File: src/rtl/fp8_pkg.sv
// Shared definitions for the FP8 dot-product sequencer: FSM encoding and FP8 constants.
package fp8_pkg;

   localparam int FP8_W = 8;
   localparam logic [FP8_W-1:0] FP8_POS_ZERO = 8'h00;

   localparam logic [2:0] ST_IDLE   = 3'd0;
   localparam logic [2:0] ST_CLEAR  = 3'd1;
   localparam logic [2:0] ST_FETCH  = 3'd2;
   localparam logic [2:0] ST_ISSUE  = 3'd3;
   localparam logic [2:0] ST_WAIT   = 3'd4;
   localparam logic [2:0] ST_RESULT = 3'd5;

endpackage

File: src/rtl/fp8_seq_watchdog.sv
// Cycle timer for the MAC wait phase: cleared on issue, counts while enabled,
// flags expiry on the TIMEOUT-th enabled cycle.
module fp8_seq_watchdog #(
   parameter int TIMEOUT = 64
) (
   input  logic clk,
   input  logic rst,
   input  logic clr,
   input  logic en,
   output logic expire
);

   localparam int TW = (TIMEOUT > 1) ? $clog2(TIMEOUT) : 1;

   logic [TW-1:0] timer;

   always_ff @(posedge clk or posedge rst) begin
      if (rst) begin
         timer <= '0;
      end else if (clr) begin
         timer <= '0;
      end else if (en) begin
         timer <= timer + TW'(1);
      end
   end

   assign expire = en && (timer == TW'(TIMEOUT - 1));

endmodule

File: src/rtl/fp8_dot_seq.sv
// Initiator-side sequencer for the FP8 MAC start/done interface: clears the MAC,
// streams N operand pairs through it one at a time and returns the final accumulator.
module fp8_dot_seq
   import fp8_pkg::*;
#(
   parameter int MAX_LEN = 16,
   parameter int LEN_W   = 5,
   parameter int TIMEOUT = 64
) (
   input  logic             clk,
   input  logic             rst,
   input  logic             cmd_valid,
   output logic             cmd_ready,
   input  logic [LEN_W-1:0] cmd_len,
   input  logic             op_valid,
   output logic             op_ready,
   input  logic [FP8_W-1:0] op_a,
   input  logic [FP8_W-1:0] op_b,
   output logic             mac_rst_n,
   output logic             mac_start,
   output logic [FP8_W-1:0] mac_a,
   output logic [FP8_W-1:0] mac_b,
   input  logic             mac_done,
   input  logic [FP8_W-1:0] mac_acc,
   output logic             res_valid,
   input  logic             res_ready,
   output logic [FP8_W-1:0] res_data,
   output logic             res_err,
   output logic [LEN_W-1:0] res_count
);

   logic [2:0]       state;
   logic [LEN_W-1:0] len_q;
   logic [LEN_W-1:0] cnt;
   logic [LEN_W-1:0] cnt_inc;
   logic [LEN_W-1:0] len_clamped;
   logic             expire;

   function automatic logic [LEN_W-1:0] clamp_len(input logic [LEN_W-1:0] len);
      if (len > LEN_W'(MAX_LEN)) begin
         return LEN_W'(MAX_LEN);
      end
      return len;
   endfunction

   assign len_clamped = clamp_len(cmd_len);
   assign cnt_inc     = cnt + LEN_W'(1);

   assign cmd_ready = (state == ST_IDLE);
   assign op_ready  = (state == ST_FETCH);
   // Reset reaches the MAC combinationally so a mid-command reset also clears it.
   assign mac_rst_n = ~(rst | (state == ST_CLEAR));

   fp8_seq_watchdog #(
      .TIMEOUT (TIMEOUT)
   ) u_watchdog (
      .clk    (clk),
      .rst    (rst),
      .clr    (state == ST_ISSUE),
      .en     (state == ST_WAIT),
      .expire (expire)
   );

   always_ff @(posedge clk or posedge rst) begin
      if (rst) begin
         state     <= ST_IDLE;
         len_q     <= '0;
         cnt       <= '0;
         mac_start <= 1'b0;
         mac_a     <= FP8_POS_ZERO;
         mac_b     <= FP8_POS_ZERO;
         res_valid <= 1'b0;
         res_data  <= FP8_POS_ZERO;
         res_err   <= 1'b0;
         res_count <= '0;
      end else begin
         mac_start <= 1'b0;
         case (state)
            ST_IDLE: begin
               if (cmd_valid) begin
                  len_q <= len_clamped;
                  if (len_clamped == '0) begin
                     res_data  <= FP8_POS_ZERO;
                     res_count <= '0;
                     res_err   <= 1'b0;
                     res_valid <= 1'b1;
                     state     <= ST_RESULT;
                  end else begin
                     state <= ST_CLEAR;
                  end
               end
            end
            ST_CLEAR: begin
               // Drop any result left from the previous command so a first-pair abort reports +0.
               cnt      <= '0;
               res_data <= FP8_POS_ZERO;
               state    <= ST_FETCH;
            end
            ST_FETCH: begin
               if (op_valid) begin
                  mac_a     <= op_a;
                  mac_b     <= op_b;
                  mac_start <= 1'b1;
                  state     <= ST_ISSUE;
               end
            end
            ST_ISSUE: begin
               state <= ST_WAIT;
            end
            ST_WAIT: begin
               // Done takes priority over a coincident timeout.
               if (mac_done) begin
                  cnt      <= cnt_inc;
                  res_data <= mac_acc;
                  if (cnt_inc == len_q) begin
                     res_count <= len_q;
                     res_err   <= 1'b0;
                     res_valid <= 1'b1;
                     state     <= ST_RESULT;
                  end else begin
                     state <= ST_FETCH;
                  end
               end else if (expire) begin
                  res_count <= cnt;
                  res_err   <= 1'b1;
                  res_valid <= 1'b1;
                  state     <= ST_RESULT;
               end
            end
            ST_RESULT: begin
               if (res_ready) begin
                  res_valid <= 1'b0;
                  state     <= ST_IDLE;
               end
            end
            default: begin
               state <= ST_IDLE;
            end
         endcase
      end
   end

endmodule

File: config.mk
export PLATFORM = sky130hd
export DESIGN_NAME = fp8_dot_seq
export DESIGN_NICKNAME = d
export VERILOG_FILES = /design/src/rtl/fp8_pkg.sv /design/src/rtl/fp8_seq_watchdog.sv /design/src/rtl/fp8_dot_seq.sv
export SDC_FILE = /design/constraint.sdc
export NUM_CORES = 1
export LEC_CHECK = 0
export CORE_MARGIN = 5
export CORE_UTILIZATION = 50
export CTS_BUF_LIST = sky130_fd_sc_hd__clkbuf_8
export DETAILED_ROUTE_END_ITERATION = 8
export PLACE_DENSITY = 0.84
export SYNTH_ARGS = -nofsm -noshare
export SYNTH_HDL_FRONTEND = slang
export SYNTH_SLANG_ARGS = --single-unit
File: constraint.sdc
create_clock -name clk -period 2.4 [get_ports clk]
set_input_delay 0.24 -clock clk [delete_from_list [all_inputs] [get_ports clk]]
set_output_delay 0.24 -clock clk [all_outputs]
set_load 0.05 [all_outputs]
# After elaboration in Yosys (flattened, before gate mapping)

Index checks and enable logic that the tools add are counted.

Add/subtract/negate cells: 2
Eq/ne operators: 14
Order comparisons: 1
Muxes and demuxes: 39
Bitwise operators: 2
Reductions and logical operators: 15

Operator list:

| kind                                                                   | number |
|---|---|
| 5-bit 2-to-1 mux                                                       | 8 |
| 8-bit 2-to-1 mux                                                       | 3 |
| 8-bit one-hot mux with 3 select lines                                  | 1 |
| 3-bit 2-to-1 mux                                                       | 7 |
| 5-bit one-hot mux with 2 select lines                                  | 2 |
| 3-bit one-hot mux with 6 select lines                                  | 1 |
| 1-bit 2-to-1 mux                                                       | 13 |
| 6-bit 2-to-1 mux                                                       | 2 |
| 2-bit != test (second input constant)                                  | 4 |
| 4-bit AND reduction                                                    | 2 |
| 6-bit by 1-bit adder with 6-bit output (second input constant)         | 1 |
| 3-bit by 2-bit equality test with 1-bit output (second input constant) | 2 |
| 3-bit equality test (second input constant)                            | 2 |
| 6-bit equality test (second input constant)                            | 1 |
| 3-bit != test (second input constant)                                  | 2 |
| 2-bit AND reduction                                                    | 3 |
| 6-bit AND reduction                                                    | 1 |
| 2-bit nonzero test                                                     | 3 |
| 3-bit nonzero test                                                     | 2 |
| 5-bit by 1-bit adder with 5-bit output (second input constant)         | 1 |
| 5-bit equality test                                                    | 1 |
| 5-bit greater-than comparator (second input constant)                  | 1 |
| 5-bit logical NOT                                                      | 1 |
| 5-bit AND reduction                                                    | 1 |
| other kinds (8)                                                        | 8 |

Output and inout bits: 35
Logic and storage cells: 84
Bits of input ports: 35
Register bits after elaboration: 51

# Depth between registers and ports, before layout

Gate-level depths: netlist (run 1).

Depth after elaboration: 7
Mapped depth: 7
Gate-level depth less buffers: 6

# Hierarchy

From an unflattened synthesis (run 1), not the netlist that was laid out.

Cells, all modules: 226
Area, all modules: 2441.1 um2

Modules (own cells, without submodules):

| module           | cells each | times used | area an instance (um2) |
|---|---|---|---|
| fp8_dot_seq      | 197        | 1          | 2155.8 |
| fp8_seq_watchdog | 29         | 1          | 285.3 |

# Worst setup path before layout (run 1)

OpenSTA, ideal clock, no wires.

Kind: register to register
Start: reg state[1]
End: reg len_q[4]
Cell stages (with the launch flop): 5
Setup time: 0.125 ns
Period minus slack after synthesis: 2.608 ns
Arrival time: 2.483 ns
Slack: -0.208 ns
Cells stage by stage: dfrtp_1 > clkbuf_1 > nor3_1 > nand2_1 > mux2_2

Cells in the longest elaborated chain, start to end: 2

RTL lines:

| element                              | line              | text |
|---|---|---|
| from (decl)                          | fp8_dot_seq.sv:32 | `logic [2:0] state;` |
| from (signal assigned)               | fp8_dot_seq.sv:66 | `state <= ST_IDLE;` |
| from (signal assigned)               | fp8_dot_seq.sv:87 | `state <= ST_RESULT;` |
| from (signal assigned)               | fp8_dot_seq.sv:89 | `state <= ST_CLEAR;` |
| 3-bit logical NOT                    | -                 |  |
| via cmd_ready                        | fp8_dot_seq.sv:13 | `output logic cmd_ready,` |
| 2-bit AND reduction (no source line) | -                 |  |
| to (signal assigned)                 | fp8_dot_seq.sv:81 | `len_q <= len_clamped;` |
| to (decl)                            | fp8_dot_seq.sv:33 | `logic [LEN_W-1:0] len_q;` |

The timed path passes the listed nets, and every way through them passes these cells.
A chain may end at the register's enable or synchronous reset.

# Worst setup path after layout (run 1)

Start: reg state[2]
End: out cmd_ready

Cells in the longest elaborated chain, start to end: 1

RTL lines:

| element           | line              | text |
|---|---|---|
| 3-bit logical NOT | fp8_dot_seq.sv:49 | `assign cmd_ready = (state == ST_IDLE);` |
| to (decl)         | fp8_dot_seq.sv:13 |  |

No other way between the ends.

==> results of run 1 <==
-- kinds of logic after synthesis --
| logic type | after synthesis | share of synthesized area [%] |
|---|---|---|
| flops | 51 | 50.2 |
| fa+ha+maj | 2 | 0.984 |
| buf+inv | 17 | 3.30 |
| simple gates | 71 | 14.1 |
| mux | 30 | 13.0 |
| compound gates | 61 | 16.3 |
| xor+xnor | 6 | 2.07 |
-- routing by layer --
| metal | GRT usage, % | vias to the layer above | part of all wire, % |
|---|---|---|---|
| met5 | 0 | - | 0 |
| met4 | 5.07 | 0 | 1.2 |
| met3 | 5.10 | 7 | 7.4 |
| met2 | 29.2 | 66 | 46 |
| met1 | 23.7 | 998 | 45 |
| li1 | - | 1007 | - |
-- path summary, 6_finish.rpt --
| check | startpoint | cells past startpoint | end | slack (ns) |
|---|---|---|---|---|
| max | state[2] | 2 | cmd_ready | 0.17 |
| min | rst | 3 | mac_a[4] | 0.45 |
| max reg2reg | cnt[0] | 6 | state[1] | 0.42 |
| min reg2reg | res_data[2] | 1 | res_data[2] | 0.49 |
| max in group asynchronous | rst | 3 | res_data[3] | 1.53 |
| min in group clk | res_data[2] | 1 | res_data[2] | 0.49 |
-- stage by stage --
step,worst slack (ns),area [um^2],instances,total power [uW]
finish,0.173,3440,380,4600
global route,0.121,3440,380,4860
CTS,0.193,3440,380,4630
detailed placement,0.127,3330,372,4020
global placement,0.185,3330,372,3970
floorplan,0.0862,2550,238,3170
-- critical path, delay by kind of cell (launching register included) --
family,cells,cell delay (ns)
simple gates,1,0.30
buf+inv,1,0.87
flops,1,0.52
-- state kept, by name (all words and copies together) (netlist names) --
register	count
cnt	5
state	3
res_err	1
res_count	5
res_data	8
mac_start	1
res_valid	1
u_watchdog.timer	6
mac_a	8
len_q	5
mac_b	8
-- layout by cell type, fill, tap and decap left out, types with 3 or more instances in the layout --
cell / count
clkdlybuf4s50_1: 67
dfrtp_1: 51
mux2_1: 23
nand2_1: 19
nor2_1: 18
a21oi_1: 12
buf_4: 11
o21ai_0: 9
and3_1: 8
nand2b_1: 8
o21ai_1: 6
o2bb2ai_1: 6
mux2i_1: 5
clkbuf_8: 5
o22ai_1: 4
a311oi_1: 3
nor3_1: 3
xor2_1: 3
nand3_1: 3
xnor2_1: 3
and2_1: 3
-- final cells by class --
cell class	instances	area (um^2)
tap	70	87.6
sequential	51	1280
fill	403	1570
timing repair buffer	79	773
clock inverter	3	43.8
multi-input combinational	170	1190
clock buffer	5	68.8
inverter	2	7.51
-- power groups by stage --
| stage | Sequential [uW] | Clock [uW] | Combinational, uW |
|---|---|---|---|
| floorplan | 2190 | 0 | 977 |
| global placement | 1420 | 0 | 2550 |
| detailed placement | 1430 | 0 | 2590 |
| CTS | 1410 | 612 | 2600 |
| global route | 1460 | 655 | 2750 |
| finish | 1410 | 602 | 2580 |
==> flow_metrics.env, run 1 <==
export IMPL_synth_seq_cells=51
export IMPL_routed_wl_um=5720
export IMPL_port_buffers=69
export IMPL_critPathCaptureType="output pin"
export IMPL_crit_type="reg -> out"
export IMPL_worst_path_max_delay_cell="clkdlybuf4s50_1"
export IMPL_ctsRootBufferMaster="clkbuf_8"
export IMPL_die_w_um=81.3
export IMPL_grt_max_degree=52
export IMPL_required_ns=2.16
export IMPL_swShare_pct=46.3
export IMPL_fin_util_pct=68.8
export IMPL_post_route_period_util_pct=92.8
export IMPL_fp_row_count=26
export IMPL_insertion_delay_ns=0.31
export IMPL_hold_path_class="in -> async"
export IMPL_pwr_share_seq_pct=30.7
export IMPL_cts_sinks=51
export IMPL_vias=2078
export IMPL_grtUsageTotal_pct=18.1
export IMPL_cts_tree="yes"
export IMPL_n_antenna_cell=0
export IMPL_p_sw_uw=2130
export IMPL_post_cts_buffers=0
export IMPL_slew_headroom_pct=58.5
export IMPL_worst_path_max_fanout=12
export IMPL_fmax_mhz=449
export IMPL_initial_core_util_pct=50.7
export IMPL_clock_power_share_pct=13.1
export IMPL_synth_commonest_cells="dfrtp_1, mux2_1, nand2_1"
export IMPL_grt_setup_unrepaired="false"
export IMPL_hpwl_um=4280
export IMPL_netlist_top_cells_area="dfrtp_1, mux2_1, nand2_1, nor2_1, a21oi_1"
export IMPL_clk_pin_slew_worst_paths_ns=0.09
export IMPL_slew_viol_final=0
export IMPL_synth_seq_area_share_pct=50.2
export IMPL_tightestPinTransition_ns=0.622
export IMPL_ys_flop_type="dfrtp_1"
export IMPL_ys_warn_count=0
export IMPL_power_density_nw_per_um2=1330
export IMPL_critPathLaunchType="flop"
export IMPL_period_needed_ns=2.23
export IMPL_drtAntennaViolNets=0
export IMPL_hold_ws_ns=0.449
export IMPL_ys_async_sr_fraction_pct=100
export IMPL_drtPass1Iterations=4
export IMPL_final_nets=346
export IMPL_cts_buffers=5
export IMPL_yosys_area_top_type="dfrtp_1"
export IMPL_synthesis_area_um2=2540
export IMPL_synthMostInstantiatedCell="dfrtp_1"
export IMPL_vdd_drop_max_v=0.000763
export IMPL_tns_ns=0
export IMPL_synth_distinct_cells=48
export IMPL_drive_gt1_share_pct=9.03
export IMPL_routed_via_density=5.47
export IMPL_crit_chain="nor3_2 > clkdlybuf4s50_1"
export IMPL_timing_hold_violations_final=0
export IMPL_power_share_combinational_pct=56.2
export IMPL_overflow=0
export IMPL_skew_ns=0.00506
export IMPL_status="complete, no violations"
export IMPL_maxCapViolations=0
export IMPL_setup_viol=0
export IMPL_avgSynthCellArea_um2=10.7
export IMPL_cell_internal_pwr_uw=2470
export IMPL_gp_congestion=0.829
export IMPL_p_leak_uw=0.00149
export IMPL_io_pins=70
export IMPL_drc_errors=0
export IMPL_coreArea_um2=5010
export IMPL_netlist_area_leader_share_pct=50.2
export IMPL_grt_pass1_vias=1980
export IMPL_dieArea_um2=6610
export IMPL_cts_max_level=2
export IMPL_wl_per_cell_um=15.1
export IMPL_critical_path_arrival_ns=1.99
export IMPL_grt_first_pass_wirelength_um=9340
export IMPL_area_delta_synth_final_pct=35.5
export IMPL_syn_inst=238
export IMPL_max_clock_path_buffers=2
export IMPL_postCtsResizedCells=0
export IMPL_drtIter0Drc=49
export IMPL_antenna_found_initial=0
export IMPL_fp_dieH_um=81.3
export IMPL_cts_hold_buf=0
export IMPL_cp_slowest_stage_delay_ns=0.87
export IMPL_synth_edf_count=0
export IMPL_synthesis_nets=275
No activity file was read; power rests on OpenSTA's default activity.
==> inputs of run 2 (changes only) <==
CORE_MARGIN = 3   (was 5)
CORE_UTILIZATION = 45   (was 50)
PLACE_DENSITY = 0.8   (was 0.84)
clock period = 1.9 ns   (was 2.4 ns; I/O delays follow)
==> flow_metrics.env, run 2 (synthesis results as in run 1) <==
export IMPL_grt_max_degree=52
export IMPL_finalNonFillerCells=391
export IMPL_grt_first_pass_wirelength_um=10000
export IMPL_slew_viol_final=0
export IMPL_fp_dieH_um=81.2
export IMPL_p_leak_uw=0.00152
export IMPL_status="complete, no violations"
export IMPL_slew_headroom_pct=57.7
export IMPL_post_route_period_util_pct=94.3
export IMPL_cts_buffers=5
export IMPL_crit_type="reg -> reg"
export IMPL_drive_gt1_share_pct=14.0
export IMPL_final_nets=357
export IMPL_crit_chain="ha_2 > xor2_1 > a211oi_2 > o211a_1 > o211ai_2 > buf_4 > nand2_1"
export IMPL_critPathLaunch="cnt[1]"
export IMPL_grt_setup_unrepaired="false"
export IMPL_cts_sinks=51
export IMPL_timing_hold_violations_final=0
export IMPL_antenna_found_initial=0
export IMPL_worst_path_max_delay_cell="dfrtp_1"
export IMPL_hold_path_class="in -> async"
export IMPL_gp_congestion=0.875
export IMPL_maxCapViolations=0
export IMPL_critPathCaptureType="flop"
export IMPL_path_delay_family="compound AO/OA/AOI/OAI gates"
export IMPL_ctsRootBufferMaster="clkbuf_8"
export IMPL_ff2ff_path_depth=7
export IMPL_fmax_mhz=558
export IMPL_power_density_nw_per_um2=1660
export IMPL_grtUsageTotal_pct=19.4
export IMPL_dpl_cell_area_um2=3450
export IMPL_cts_tree="yes"
export IMPL_routed_via_density=5.41
export IMPL_fp_row_count=26
export IMPL_setup_viol=0
export IMPL_r2r_end="res_valid"
export IMPL_cts_hold_buf=0
export IMPL_grt_pass1_vias=2123
export IMPL_vias=2115
export IMPL_critical_path_arrival_ns=1.99
export IMPL_r2r_start="cnt[1]"
export IMPL_cp_slowest_stage_delay_ns=0.40
export IMPL_insertion_delay_ns=0.30
export IMPL_drtAntennaViolNets=0
export IMPL_max_clock_path_buffers=2
export IMPL_place_inst=383
export IMPL_coreArea_um2=5270
export IMPL_n_antenna_cell=0
export IMPL_required_ns=2.10
export IMPL_skew_ns=0.00515
export IMPL_clk_pin_slew_worst_paths_ns=0.10
export IMPL_critPathLaunchType="flop"
export IMPL_r2r_setup_slack_ns=0.11
export IMPL_crit_cells=7
export IMPL_wl_per_cell_um=15.4
export IMPL_final_cell_mix="clkdlybuf4s50_1, dfrtp_1, mux2_1"
export IMPL_cp_buffers_inverters=1
export IMPL_stdcell_area_um2=3560
export IMPL_period_needed_ns=1.79
export IMPL_cts_max_level=2
export IMPL_die_w_um=81.2
export IMPL_dieArea_um2=6590
export IMPL_crit_end="res_valid"
export IMPL_drtPass1Iterations=4
export IMPL_overflow=0
export IMPL_drc_errors=0
export IMPL_port_buffers=69
export IMPL_vdd_drop_max_v=0.00104
export IMPL_mostFrequentLayoutCell="clkdlybuf4s50_1"
export IMPL_initial_core_util_pct=48.2
export IMPL_tightestPinTransition_ns=0.635
export IMPL_worst_path_max_fanout=6
export IMPL_routed_wl_um=6000
export IMPL_largest_registers="mac_a (8), mac_b (8), res_data (8)"
export IMPL_drtIter0Drc=69
export IMPL_area_delta_synth_final_pct=40.1
export IMPL_hpwl_um=4440
export IMPL_io_pins=70
run 2: per-stage QoR:
stage          util, %  hold slack (ns)  setup WS [ns]  TNS [ns]  total power [uW]
5_1_grt           67.6            0.474        0.00587         0              6270
4_1_cts           67.4            0.459         0.0441         0              5960
3_5_place_dp      65.6            0.476         -0.185     -1.38              5270
2_1_floorplan        -            0.243         0.0342         0              4030
3_3_place_gp      65.6            0.469         -0.202     -1.61              5190
6_report          67.6            0.436          0.109         0              5920
run 2: worst register-to-register path, cell delays in order, from the launching register on:
cell and delay [ns]:
dfrtp_1 0.40, ha_2 0.34, xor2_1 0.21, a211oi_2 0.07
o211a_1 0.16, o211ai_2 0.29, buf_4 0.17, nand2_1 0.04
run 2: worst min path at each step:
| stage | endpoint | slack, ns |
|---|---|---|
| after floorplan | cnt[0] | 0.24 |
| after global placement | mac_a[1] | 0.47 |
| after detailed placement | res_count[0] | 0.48 |
| after CTS | mac_b[1] | 0.46 |
| after global routing | mac_a[3] | 0.47 |
| final | state[0] | 0.44 |
run 2: repair_timing:
| item | 4_1_cts | 5_1_grt |
|---|---|---|
| buffers inserted | 0 | 0 |
| resized for setup | 1 | 3 |
| setup endpoints to repair | 8 | 16 |
| pin swaps | 0 | 1 |
run 2: area by class of cell:
cell class              instances  area (um^2)
inverters                       2         11.3
multi-input cells             170         1210
repair buffers                 90          878
fillers                       392         1710
well taps                      70         87.6
flip-flops and latches         51         1280
clock inverters                 3         23.8
clock buffers                   5         68.8
run 2: metal layers:
metal	part of all wire [%]	vias to the layer above	wire length (um)	GRT usage [%]
met5	0	-	0	0
met4	0.82	0	49	4.22
met3	7.8	5	471	4.10
met2	46	76	2790	32.2
met1	45	1008	2700	26.3
li1	-	1026	-	-
run 2: where the power goes:
part | switching [uW] | internal (uW)
clock network | 377 | 264
registers | 295 | 1490
logic | 2110 | 1380
total | 2780 | 3130
==> inputs of run 3 (changes only) <==
==> constraint.sdc (replaced) <==
create_clock -name clk -period 1.44 [get_ports clk]
set_input_delay 0.36 -clock clk [delete_from_list [all_inputs] [get_ports clk]]
set_output_delay 0.36 -clock clk [all_outputs]
set_load 0.05 [all_outputs]
==> flow_metrics.env, run 3 (synthesis results as in run 1) <==
export IMPL_status="finished with violations"
export IMPL_violations="negative setup slack"
export IMPL_maxCapViolations=0
export IMPL_worst_path_max_fanout=3
export IMPL_fp_dieH_um=81.2
export IMPL_swShare_pct=44.6
export IMPL_slew_viol_final=0
export IMPL_crit_chain="ha_4 > xor2_2 > a211oi_2 > o211ai_1 > and2_4 > a31o_1"
export IMPL_critical_path_arrival_ns=2.14
export IMPL_drc_errors=0
export IMPL_period_needed_ns=1.95
export IMPL_finalWorstSetupSlack_ns=-0.508
export IMPL_post_route_period_util_pct=135
export IMPL_p_leak_uw=0.00205
export IMPL_whs_endpoint="len_q[0]"
export IMPL_r2r_setup_slack_ns=-0.51
export IMPL_top_layer="met4"
export IMPL_hold_path_class="in -> reg"
export IMPL_p_sw_uw=4910
export IMPL_fp_row_count=26
export IMPL_drive_gt1_share_pct=50.3
export IMPL_cp_slowest_stage_delay_ns=0.44
export IMPL_power_density_nw_per_um2=2390
export IMPL_initial_core_util_pct=48.2
export IMPL_grt_first_pass_wirelength_um=14900
export IMPL_crit_type="reg -> reg"
export IMPL_area_delta_synth_final_pct=81.0
export IMPL_cts_max_level=2
export IMPL_slew_headroom_pct=56.4
export IMPL_stdcell_area_um2=4600
export IMPL_critPathCaptureType="flop"
export IMPL_hold_ws_ns=0.368
export IMPL_insertion_delay_ns=0.30
export IMPL_final_cell_mix="dfrtp_1, buf_4, buf_12"
export IMPL_r2r_end="state[1]"
export IMPL_ctsRootBufferMaster="clkbuf_8"
export IMPL_cts_buffers=5
export IMPL_cts_tree="yes"
export IMPL_fmax_mhz=513
export IMPL_final_nets=398
export IMPL_required_ns=1.63
export IMPL_dieArea_um2=6590
export IMPL_routed_wl_um=11100
export IMPL_hpwl_um=5660
export IMPL_wl_met1_um=3770
export IMPL_routed_via_density=6.34
export IMPL_gp_congestion=0.893
export IMPL_die_w_um=81.2
export IMPL_worstHoldStart="cmd_len[0]"
export IMPL_power_share_combinational_pct=68.4
export IMPL_skew_ns=0.0106
export IMPL_total_power_uw=11000
export IMPL_cell_internal_pwr_uw=6090
export IMPL_cts_sinks=51
export IMPL_setup_viol=49
export IMPL_antenna_found_initial=0
export IMPL_overflow=0
export IMPL_grt_max_degree=52
export IMPL_coreArea_um2=5270
export IMPL_r2r_start="cnt[0]"
export IMPL_io_pins=70
export IMPL_wl_per_cell_um=25.7
export IMPL_pwr_share_seq_pct=24.2
export IMPL_grtUsageTotal_pct=30.4
export IMPL_vdd_drop_max_v=0.00151
export IMPL_ff2ff_path_depth=6
export IMPL_clk_pin_slew_worst_paths_ns=0.10
export IMPL_largest_registers="mac_a (8), mac_b (8), res_data (8)"
export IMPL_max_clock_path_buffers=2
export IMPL_dpl_cell_area_um2=4070
export IMPL_critPathLaunchType="flop"
export IMPL_worst_path_max_delay_cell="dfrtp_2"
export IMPL_port_buffers=69
export IMPL_wl_met2_um=5620
export IMPL_hold_depth=3
export IMPL_cts_hold_buf=0
export IMPL_vias=2737
export IMPL_drtAntennaViolNets=0
export IMPL_n_antenna_cell=0
export IMPL_met3WireLength_um=951
export IMPL_drtPass1Iterations=7
export IMPL_grt_setup_unrepaired="true"
export IMPL_clock_power_share_pct=7.3
export IMPL_grt_pass1_vias=2695
export IMPL_timing_hold_violations_final=0
export IMPL_mostFrequentLayoutCell="dfrtp_1"
export IMPL_drtIter0Drc=246
export IMPL_tightestPinTransition_ns=0.654
-- run 3: cell types whose count changed in the layout (fill, tap and decap cells not counted), sizes merged --
cell and delta:
clkbuf +1, inv +1, clkdlybuf4s50 -40, buf +75, clkinv +1, clkinvlp -2, dlygate4sd2 +5
-- run 3: layout make-up --
type	count	area, um^2
Timing Repair Buffer	131	1580
Multi-Input combinational cell	170	1560
Sequential cell	51	1280
Fill cell	227	669
Tap cell	70	87.6
Clock buffer	5	68.8
Clock inverter	3	12.5
Inverter	2	11.3
-- run 3: through the flow --
step / TNS [ns] / worst slack (ns) / util, % / cells
2_1_floorplan: -8.30 / -0.417 / - / 238
3_3_place_gp: -13.64 / -0.647 / 77.3 / 407
3_5_place_dp: -14.85 / -0.691 / 77.3 / 407
4_1_cts: -4.26 / -0.270 / 83.2 / 423
5_1_grt: -10.48 / -0.527 / 87.3 / 432
6_report: -9.24 / -0.508 / 87.3 / 432
-- run 3: power by group through the flow --
stage / sequential (uW) / clock, uW / combinational [uW]
after floorplan: 3680 / 0 / 2060
after global placement: 2540 / 0 / 5990
after detailed placement: 2580 / 0 / 6150
after CTS: 2570 / 790 / 6720
after global routing: 2720 / 884 / 7770
final: 2670 / 806 / 7530
-- run 3: worst max path at each step --
| stage | startpoint | endpoint | slack (ns) | depth (start not counted) |
|---|---|---|---|---|
| CTS | cnt[1] | state[1] | -0.27 | 6 |
| global placement | cmd_len[2] | res_data[4] | -0.65 | 7 |
| global route | cnt[0] | res_count[3] | -0.53 | 6 |
| detailed placement | cmd_len[2] | res_data[5] | -0.69 | 7 |
| finish | cnt[0] | state[1] | -0.51 | 6 |
| floorplan | state[2] | mac_a[2] | -0.42 | 7 |
-- run 3: repair_timing --
item | CTS | global route
hold endpoints to repair | 0 | 0
pin swaps | 7 | 11
gates cloned | 0 | 1
resized for setup | 55 | 33
setup endpoints to repair | 42 | 50
setup buffers | 9 | 8
-- run 3: layer usage --
metal  GRT usage (%)  up-vias
met5               0        -
met4            11.5        0
met3            5.21       75
met2            55.9      220
met1            35.1     1329
li1                -     1113
-- run 3: critical path, delay by kind of cell, from the launching register on --
kind	cells	cell delay [ns]
flip-flops	1	0.44
adder cells (fa/ha/maj)	1	0.27
AO/OA/AOI/OAI	3	0.75
XOR/XNOR	1	0.15
AND/OR/NAND/NOR	1	0.23
